### config.mk
export PLATFORM = sky130hd
export DESIGN_NAME = cpu_trace_buffer
export DESIGN_NICKNAME = d
export VERILOG_FILES = /design/src/rtl/cpu_trace_buffer.sv
export SDC_FILE = /design/constraint.sdc
export NUM_CORES = 2
export LEC_CHECK = 0
export CAP_MARGIN = 20
export CORE_MARGIN = 2
export CORE_UTILIZATION = 49
export DETAILED_ROUTE_END_ITERATION = 8
export PLACE_DENSITY = 0.63
export REMOVE_ABC_BUFFERS = 1
export SLEW_MARGIN = 20
export SYNTH_ARGS = -nofsm -noshare
export SYNTH_HDL_FRONTEND = slang
export SYNTH_SLANG_ARGS = --single-unit
export TNS_END_PERCENT = 10
### constraint.sdc
create_clock -name clk -period 3.75 [get_ports clk]
set_input_delay 0.5625 -clock clk [delete_from_list [all_inputs] [get_ports clk]]
set_output_delay 0.5625 -clock clk [all_outputs]
set_load 0.03 [all_outputs]
### src/rtl/cpu_trace_buffer.sv
// Trace observer for the single-cycle cpu core: records {pc, alu_op, rd} on every
// PC change into a first-word-fall-through FIFO and flags a halt on a stalled PC.
module cpu_trace_buffer #(
    parameter int unsigned DEPTH       = 16,
    parameter int unsigned HALT_CYCLES = 8
) (
    input  logic                       clk,
    input  logic                       rst_n,
    input  logic [31:0]                pc_in,
    input  logic [4:0]                 alu_op_in,
    input  logic [31:0]                rd_in,
    input  logic                       trace_en,
    input  logic                       rd_ready,
    output logic                       rd_valid,
    output logic [68:0]                rd_data,
    output logic [$clog2(DEPTH):0]     count,
    output logic                       overflow,
    output logic [15:0]                drop_count,
    output logic                       halted
);

    localparam int unsigned AW = $clog2(DEPTH);
    localparam int unsigned CW = AW + 1;
    localparam int unsigned SW = $clog2(HALT_CYCLES);
    localparam int unsigned RW = 69;
    localparam logic [SW-1:0] STABLE_MAX = SW'(HALT_CYCLES - 1);

    typedef enum logic [1:0] {
        IDLE,
        RUN,
        HALTED
    } state_t;

    state_t          state;
    state_t          state_next;
    logic [31:0]     last_pc;
    logic            pc_seen;
    logic [SW-1:0]   stable_cnt;
    logic [SW-1:0]   stable_next;
    logic [AW-1:0]   wr_ptr;
    logic [AW-1:0]   rd_ptr;
    logic [RW-1:0]   mem [DEPTH];
    logic [CW-1:0]   count_next;

    logic            pc_changed;
    logic            capture;
    logic            pop;
    logic            full;
    logic            push;
    logic            drop;

    // Capture / FIFO handshake decode and next-state logic
    always_comb begin
        pc_changed  = (pc_in != last_pc);
        capture     = (state != IDLE) && trace_en && (!pc_seen || pc_changed);
        pop         = rd_valid && rd_ready;
        full        = (count == CW'(DEPTH));
        push        = capture && (!full || pop);
        drop        = capture && full && !pop;
        count_next  = count;
        state_next  = state;
        stable_next = stable_cnt;

        case ({push, pop})
            2'b10:   count_next = count + CW'(1);
            2'b01:   count_next = count - CW'(1);
            default: count_next = count;
        endcase

        if (!pc_seen || pc_changed) begin
            stable_next = '0;
        end else if (stable_cnt != STABLE_MAX) begin
            stable_next = stable_cnt + SW'(1);
        end

        if (!trace_en) begin
            state_next = IDLE;
        end else begin
            case (state)
                IDLE:    state_next = RUN;
                RUN:     if (stable_cnt == STABLE_MAX && !pc_changed) state_next = HALTED;
                HALTED:  if (pc_changed) state_next = RUN;
                default: state_next = IDLE;
            endcase
        end
    end

    always_ff @(posedge clk or negedge rst_n) begin
        if (!rst_n) begin
            state      <= IDLE;
            halted     <= 1'b0;
            last_pc    <= '0;
            pc_seen    <= 1'b0;
            stable_cnt <= '0;
            wr_ptr     <= '0;
            rd_ptr     <= '0;
            count      <= '0;
            rd_valid   <= 1'b0;
            overflow   <= 1'b0;
            drop_count <= '0;
            for (int i = 0; i < int'(DEPTH); i++) begin
                mem[i] <= '0;
            end
        end else begin
            state      <= state_next;
            halted     <= (state_next == HALTED);
            stable_cnt <= stable_next;
            // pc_seen can only be low while IDLE, so it simply follows the enable
            pc_seen    <= trace_en;
            if (trace_en) begin
                last_pc <= pc_in;
            end
            if (push) begin
                mem[wr_ptr] <= {pc_in, alu_op_in, rd_in};
                wr_ptr      <= wr_ptr + AW'(1);
            end
            if (pop) begin
                rd_ptr <= rd_ptr + AW'(1);
            end
            count    <= count_next;
            rd_valid <= (count_next != '0);
            if (drop) begin
                overflow <= 1'b1;
                if (drop_count != 16'hFFFF) begin
                    drop_count <= drop_count + 16'd1;
                end
            end
        end
    end

    assign rd_data = mem[rd_ptr];

endmodule

# Word-level counts from Yosys, hierarchy flattened
# Cells that the tools add are included.
[totals]
out_inout_bits = 93
reg_bits = 1174
in_bits = 73
[classes]
reduce_logical = 19
mux = 13
n_addsub = 6
n_bitwise = 2
n_lt_le_gt_ge = 3
n_eq_ne = 10
[op_table]
columns = ["operator", "n"]
rows = [
  ["$bwmux 1104", 1],
  ["$bmux 69 s4", 1],
  ["$demux 69 s4", 1],
  ["$mux 69", 3],
  ["$ne 32x32->1", 1],
  ["$add 16x1->16 const B", 1],
  ["$ne 16x16->1 const B", 1],
  ["$ge 5x5->1 const B", 2],
  ["$not 4->5", 2],
  ["$pmux 5 s2", 1],
  ["$add 4x1->4 const B", 2],
  ["$logic_and 1x1->1", 8],
  ["$eq 2x2->1 const B", 3],
  ["$mux 2", 3],
  ["$mux 3", 2],
  ["$pmux 2 s3", 1],
  ["$add 5x1->5 const B", 1],
  ["$eq 5x5->1 const B", 1],
  ["$lt 5x1->1 const B", 1],
  ["$reduce_bool 5->1", 1],
  ["$sub 5x1->5 const B", 1],
  ["$eq 2x1->1 const B", 2],
  ["$logic_not 1->1", 4],
  ["$reduce_bool 2->1", 2],
  ["6 further kinds", 7],
]

# Logic depth before layout (Yosys ltp)
[depth]
word_depth = 7
ltp_mapped = 12
mapped_depth_nobuf = 11

# Least setup slack after synthesis
# Ideal clock, no wire load.
[synth_path]
kind = "input port to flip-flop"
start = "input port pc_in[24]"
end = "register rd_valid"
path_stages = 12
setup_ps = 139
path_buffers = 1
arrival_ps = 3066
setup_slack_ps = 545
cell_sequence = "buf_4 xnor2_2 nand4_1 nor4_4 a31oi_2 xnor2_1 ha_1 or4_1 mux2i_1 nand3_1 xnor2_1 or4_1"
[synth_between]
elab_chain_len = 7
elab_cells_between_ends = 8
classes_between = "eq/ne: 3; mux: 1; reduce/logical: 4"
[synth_rtl]
columns = ["item", "line", "text"]
rows = [
  ["from (decl)", "9", "input logic [31:0] pc_in,"],
  ["$ne 32x32->1 (*)", "54", "pc_changed = (pc_in != last_pc);"],
  ["$logic_or 1x1->1 (*)", "55", "capture = (state != IDLE) && trace_en && (!pc_seen || pc_changed);"],
  ["$logic_and 1x1->1 (*)", "55", ""],
  ["$logic_and 1x1->1 (*)", "58", "push = capture && (!full || pop);"],
  ["$eq 2x1->1 or $eq 2x2->1 (tied branches)", "64", "case ({push, pop})"],
  ["$pmux 5 s2 (*)", "64", ""],
  ["net count_next[4]", "43", "logic [CW-1:0] count_next;"],
  ["$reduce_bool 5->1 (*)", "121", "rd_valid <= (count_next != '0);"],
  ["to (signal assigned)", "121", ""],
  ["to (decl)", "14", "output logic rd_valid,"],
]
# Mark *: on every way through the listed nets, which the timed path passes. The rest lies on a longest branch.
# A chain may end at the register's enable or synchronous reset.

# Worst setup path in the final report
[layout_path]
start = "register rd_ptr[0]"
end = "output port rd_data[13]"
[layout_between]
elab_chain_len = 4
[layout_rtl]
columns = ["item", "line", "text"]
rows = [
  ["from (decl)", "41", "logic [AW-1:0] rd_ptr;"],
  ["from (signal assigned)", "118", "rd_ptr <= rd_ptr + AW'(1);"],
  ["$not 4->5 (implied by the code)", "131", "assign rd_data = mem[rd_ptr];"],
  ["$bmux 69 s4", "131", ""],
  ["$mux 69 (implied by the code) (2 in series)", "131", ""],
  ["to (decl)", "15", "output logic [68:0] rd_data,"],
]
# No other way between the ends. The select of a mux whose other input is x is not followed.

==> metrics.md <==
| Metric | Value |
|---|---|
| Worst r2r src | last_pc[13]$_DFFE_PN0P_ |
| Synth cell count leaders | dfrtp_1, mux2_2, mux4_2 |
| Yosys warning count | 0 |
| Max-slew violations | 0 |
| Grt ovf | 0 |
| Final setup fails | 16 |
| CP arrival | 3270 ps |
| Gr usage total | 0.244 |
| Critical Path End Type | primary output |
| Pin count of the biggest net entering global routing | 92 |
| Antenna-violating nets left | 0 |
| Post-route DRC | 0 |
| Seq cells post-synth | 1174 |
| CP Launch Point | rd_ptr[0]$_DFFE_PN0P_ |
| Async SR Flop Fraction | 1.00 |
| CTS buffer count | 132 |
| Worst Hold Class | input pin to async pin |
| DP HPWL | 81200 um |
| Layout cells sized above 1 | 0.551 |
| Reg area | 0.0294 mm^2 |
| Reg clk slew, reported paths | 60 ps |
| CP Cell Sequence | buf_12 > buf_16 > clkbuf_16 > mux4_2 > mux4_2 > buf_6 |
| Row count | 121 |
| Tcrit/Tclk final | 1.02 |
| Non-Filler Instances | 4853 |
| P per Cell Area | 872 mW/mm^2 |
| Reg-to-reg slack, setup | 320 ps |
| Violated checks | setup timing |
| Area leader, netlist | dfrtp_1 |
| Vias | 28800 |
| First-pass GRT wire length | 205000 um |
| Multi-input logic area | 0.0224 mm^2 |
| EDFF count, synth | 0 |
| CTS sink cnt | 1174 |
| Synth top area cells | dfrtp_1, mux2_2, mux4_2 |
| Synth top area share | 0.548 |
| Fin crit period | 3830 ps |
| Hold Fails Final Rpt | 0 |
| Synth cell types | 41 |
| VDD IR max | 0.556 mV |
| Final WL | 133000 um |
| Final #Nets | 3416 |
| Util after Layout | 0.574 |
| Average size of a mapped cell | 17.1 um^2 |
| Status | finished, violations left |
| Max cap viols | 0 |
| Io pins | 166 |
| LEAKAGE | 28.6 nW |
| First DRT Iteration DRCs | 1589 |
| Crit path top cell by count | mux4_2 |
| Placed Instances | 4608 |
| Htree depth | 4 |
| End point of the critical path | rd_data[13] |
| Worst R2R Path Depth | 13 |
| Final worst setup slack | -82.3 ps |
| Number of port buffers | 165 |
| Crit Path Class | flip-flop to primary output |
| Initial antenna violation count | 4 |
| Crit Path Max Fanout | 21 |
| Via density | 5.93 |
| Starting Density | 0.493 |
| First-pass detailed-route iteration total | 5 |
| CTS tree | yes |
| Design area | 0.0624 mm^2 |
| Clk root buf | clkbuf_16 |
| # fillers | 8208 |
| Core area | 0.109 mm^2 |
| Setup TNS | -637 ps |
| Cell with the largest stage delay on the worst path | dfrtp_4 |
| Longest Clk Path Bufs | 3 |
| Fin Clk Skew | 30.9 ps |
| Clk_lat worst skew | 740 ps |
| Cells after Synth | 3137 |
| Crit path launch type | flip-flop |
| Count leader, synth | dfrtp_1 |
| Unrepaired setup endpoints after global routing | yes |
| Vias in the first global route | 32300 |
| Synth-to-Final Area Change | 16.4% |
| Routability cong. | 0.771 |
| Synthesized area | 0.0536 mm^2 |
| Placed inst area | 0.0578 mm^2 |
| Sequential area share after synthesis | 0.548 |
| Die Height | 335 um |
| Required @ worst endpoint | 3190 ps |
| Worst slew margin | 0.404 |
| Die width | 335 um |
| Worst R2R End | rd_valid$_DFF_PN0_ |
| Critical Path Max Stage Delay | 550 ps |
| WL per Instance | 27.5 um |
| Die ar. | 0.112 mm^2 |
| Worst-margin pin slew | 895 ps |
| Ys flop type | dfrtp_1 |
| F_max | 261 MHz |
## registers in the layout, indices dropped and copies added (netlist names)
signal,count
state,2
wr_ptr,4
rd_valid,1
pc_seen,1
rd_ptr,4
last_pc,32
stable_cnt,3
overflow,1
mem,1104
halted,1
count,5
drop_count,16
## cell families after synthesis
| family | after synthesis | share of synthesized area |
|---|---|---|
| buf+inv | 309 | 0.0355 |
| flops | 1174 | 0.548 |
| xor+xnor | 60 | 0.0108 |
| mux | 1488 | 0.390 |
| fa+ha+maj | 9 | 0.00210 |
| compound gates | 9 | 0.00128 |
| simple gates | 88 | 0.0123 |
## worst max-delay path, delay by kind of cell (launching register included)
kind                   cells  cell delay [ps]
buffers and inverters      4              860
muxes                      2             1050
DFF                        1              550
## where the power goes
part	switching [mW]	leakage, nW	total, mW	internal, mW
Combinational	8.96	11.4	20.6	11.7
Clock	5.19	2.17	13.1	7.92
Sequential	2.88	15.1	20.7	17.8
## layer usage
layer  GRT usage  vias to the layer above  wire length (um)
met5           0                        -                11
met4      0.0776                        2              3590
met3      0.0385                      210              5210
met2       0.402                      581             66000
met1       0.336                    15800             58500
li1            -                    12100                 -
## cell usage in the layout (no fill, tap or decap), drive strengths merged, types with 3 or more instances in the layout
cell type,count
clkinvlp,3
bufinv,9
xnor2,57
nand3,23
clkdlybuf4s15,8
dfrtp,1174
dlygate4sd2,14
mux2,1139
nand4,17
dlymetal6s2s,7
clkbuf,208
mux4,345
mux2i,4
clkinv,15
nand2,18
buf,237
xor2,3
ha,9
clkdlybuf4s50,94
nor2,9
and3,4
inv,13
and2,4
## final cells by class
type | instances | area share
clock buffer | 203 | 0.0635
antenna | 2 | 0.0000802
clock inverter | 34 | 0.00760
sequential | 1174 | 0.471
inverter | 6 | 0.000361
tap | 1414 | 0.0283
timing repair buffer | 366 | 0.0705
multi-input combinational | 1654 | 0.359
## stage by stage
step	power, mW	hold slack [ps]	setup WS, ps
2_1_floorplan	33.0	267	-8550
3_3_place_gp	40.6	468	-421
3_5_place_dp	41.6	476	-310
4_1_cts	54.9	477	-172
5_1_grt	57.1	498	-168
6_report	54.4	486	-82.3
## how the worst min path moves through the flow
stage | start | endpoint | slack [ps] | cells after the start
after global routing | trace_en | pc_seen$_DFF_PN0_ | 500 | 2
after CTS | trace_en | pc_seen$_DFF_PN0_ | 480 | 2
final | rst_n | mem[236]$_DFFE_PN0P_ | 490 | 2
after detailed placement | mem[615]$_DFFE_PN0P_ | mem[615]$_DFFE_PN0P_ | 480 | 1
after floorplan | rst_n | count[0]$_DFF_PN0_ | 270 | 0
after global placement | mem[334]$_DFFE_PN0P_ | mem[334]$_DFFE_PN0P_ | 470 | 1
## what timing repair did
item / CTS / global route
setup endpoints to repair: 62 / 39
buffers inserted: 0 / 2
hold buffers: 1 / 0
gates resized for setup: 57 / 17
hold endpoints to repair: 61 / 0
cloned: 1 / 2
Power figures use the tool's default switching activity.
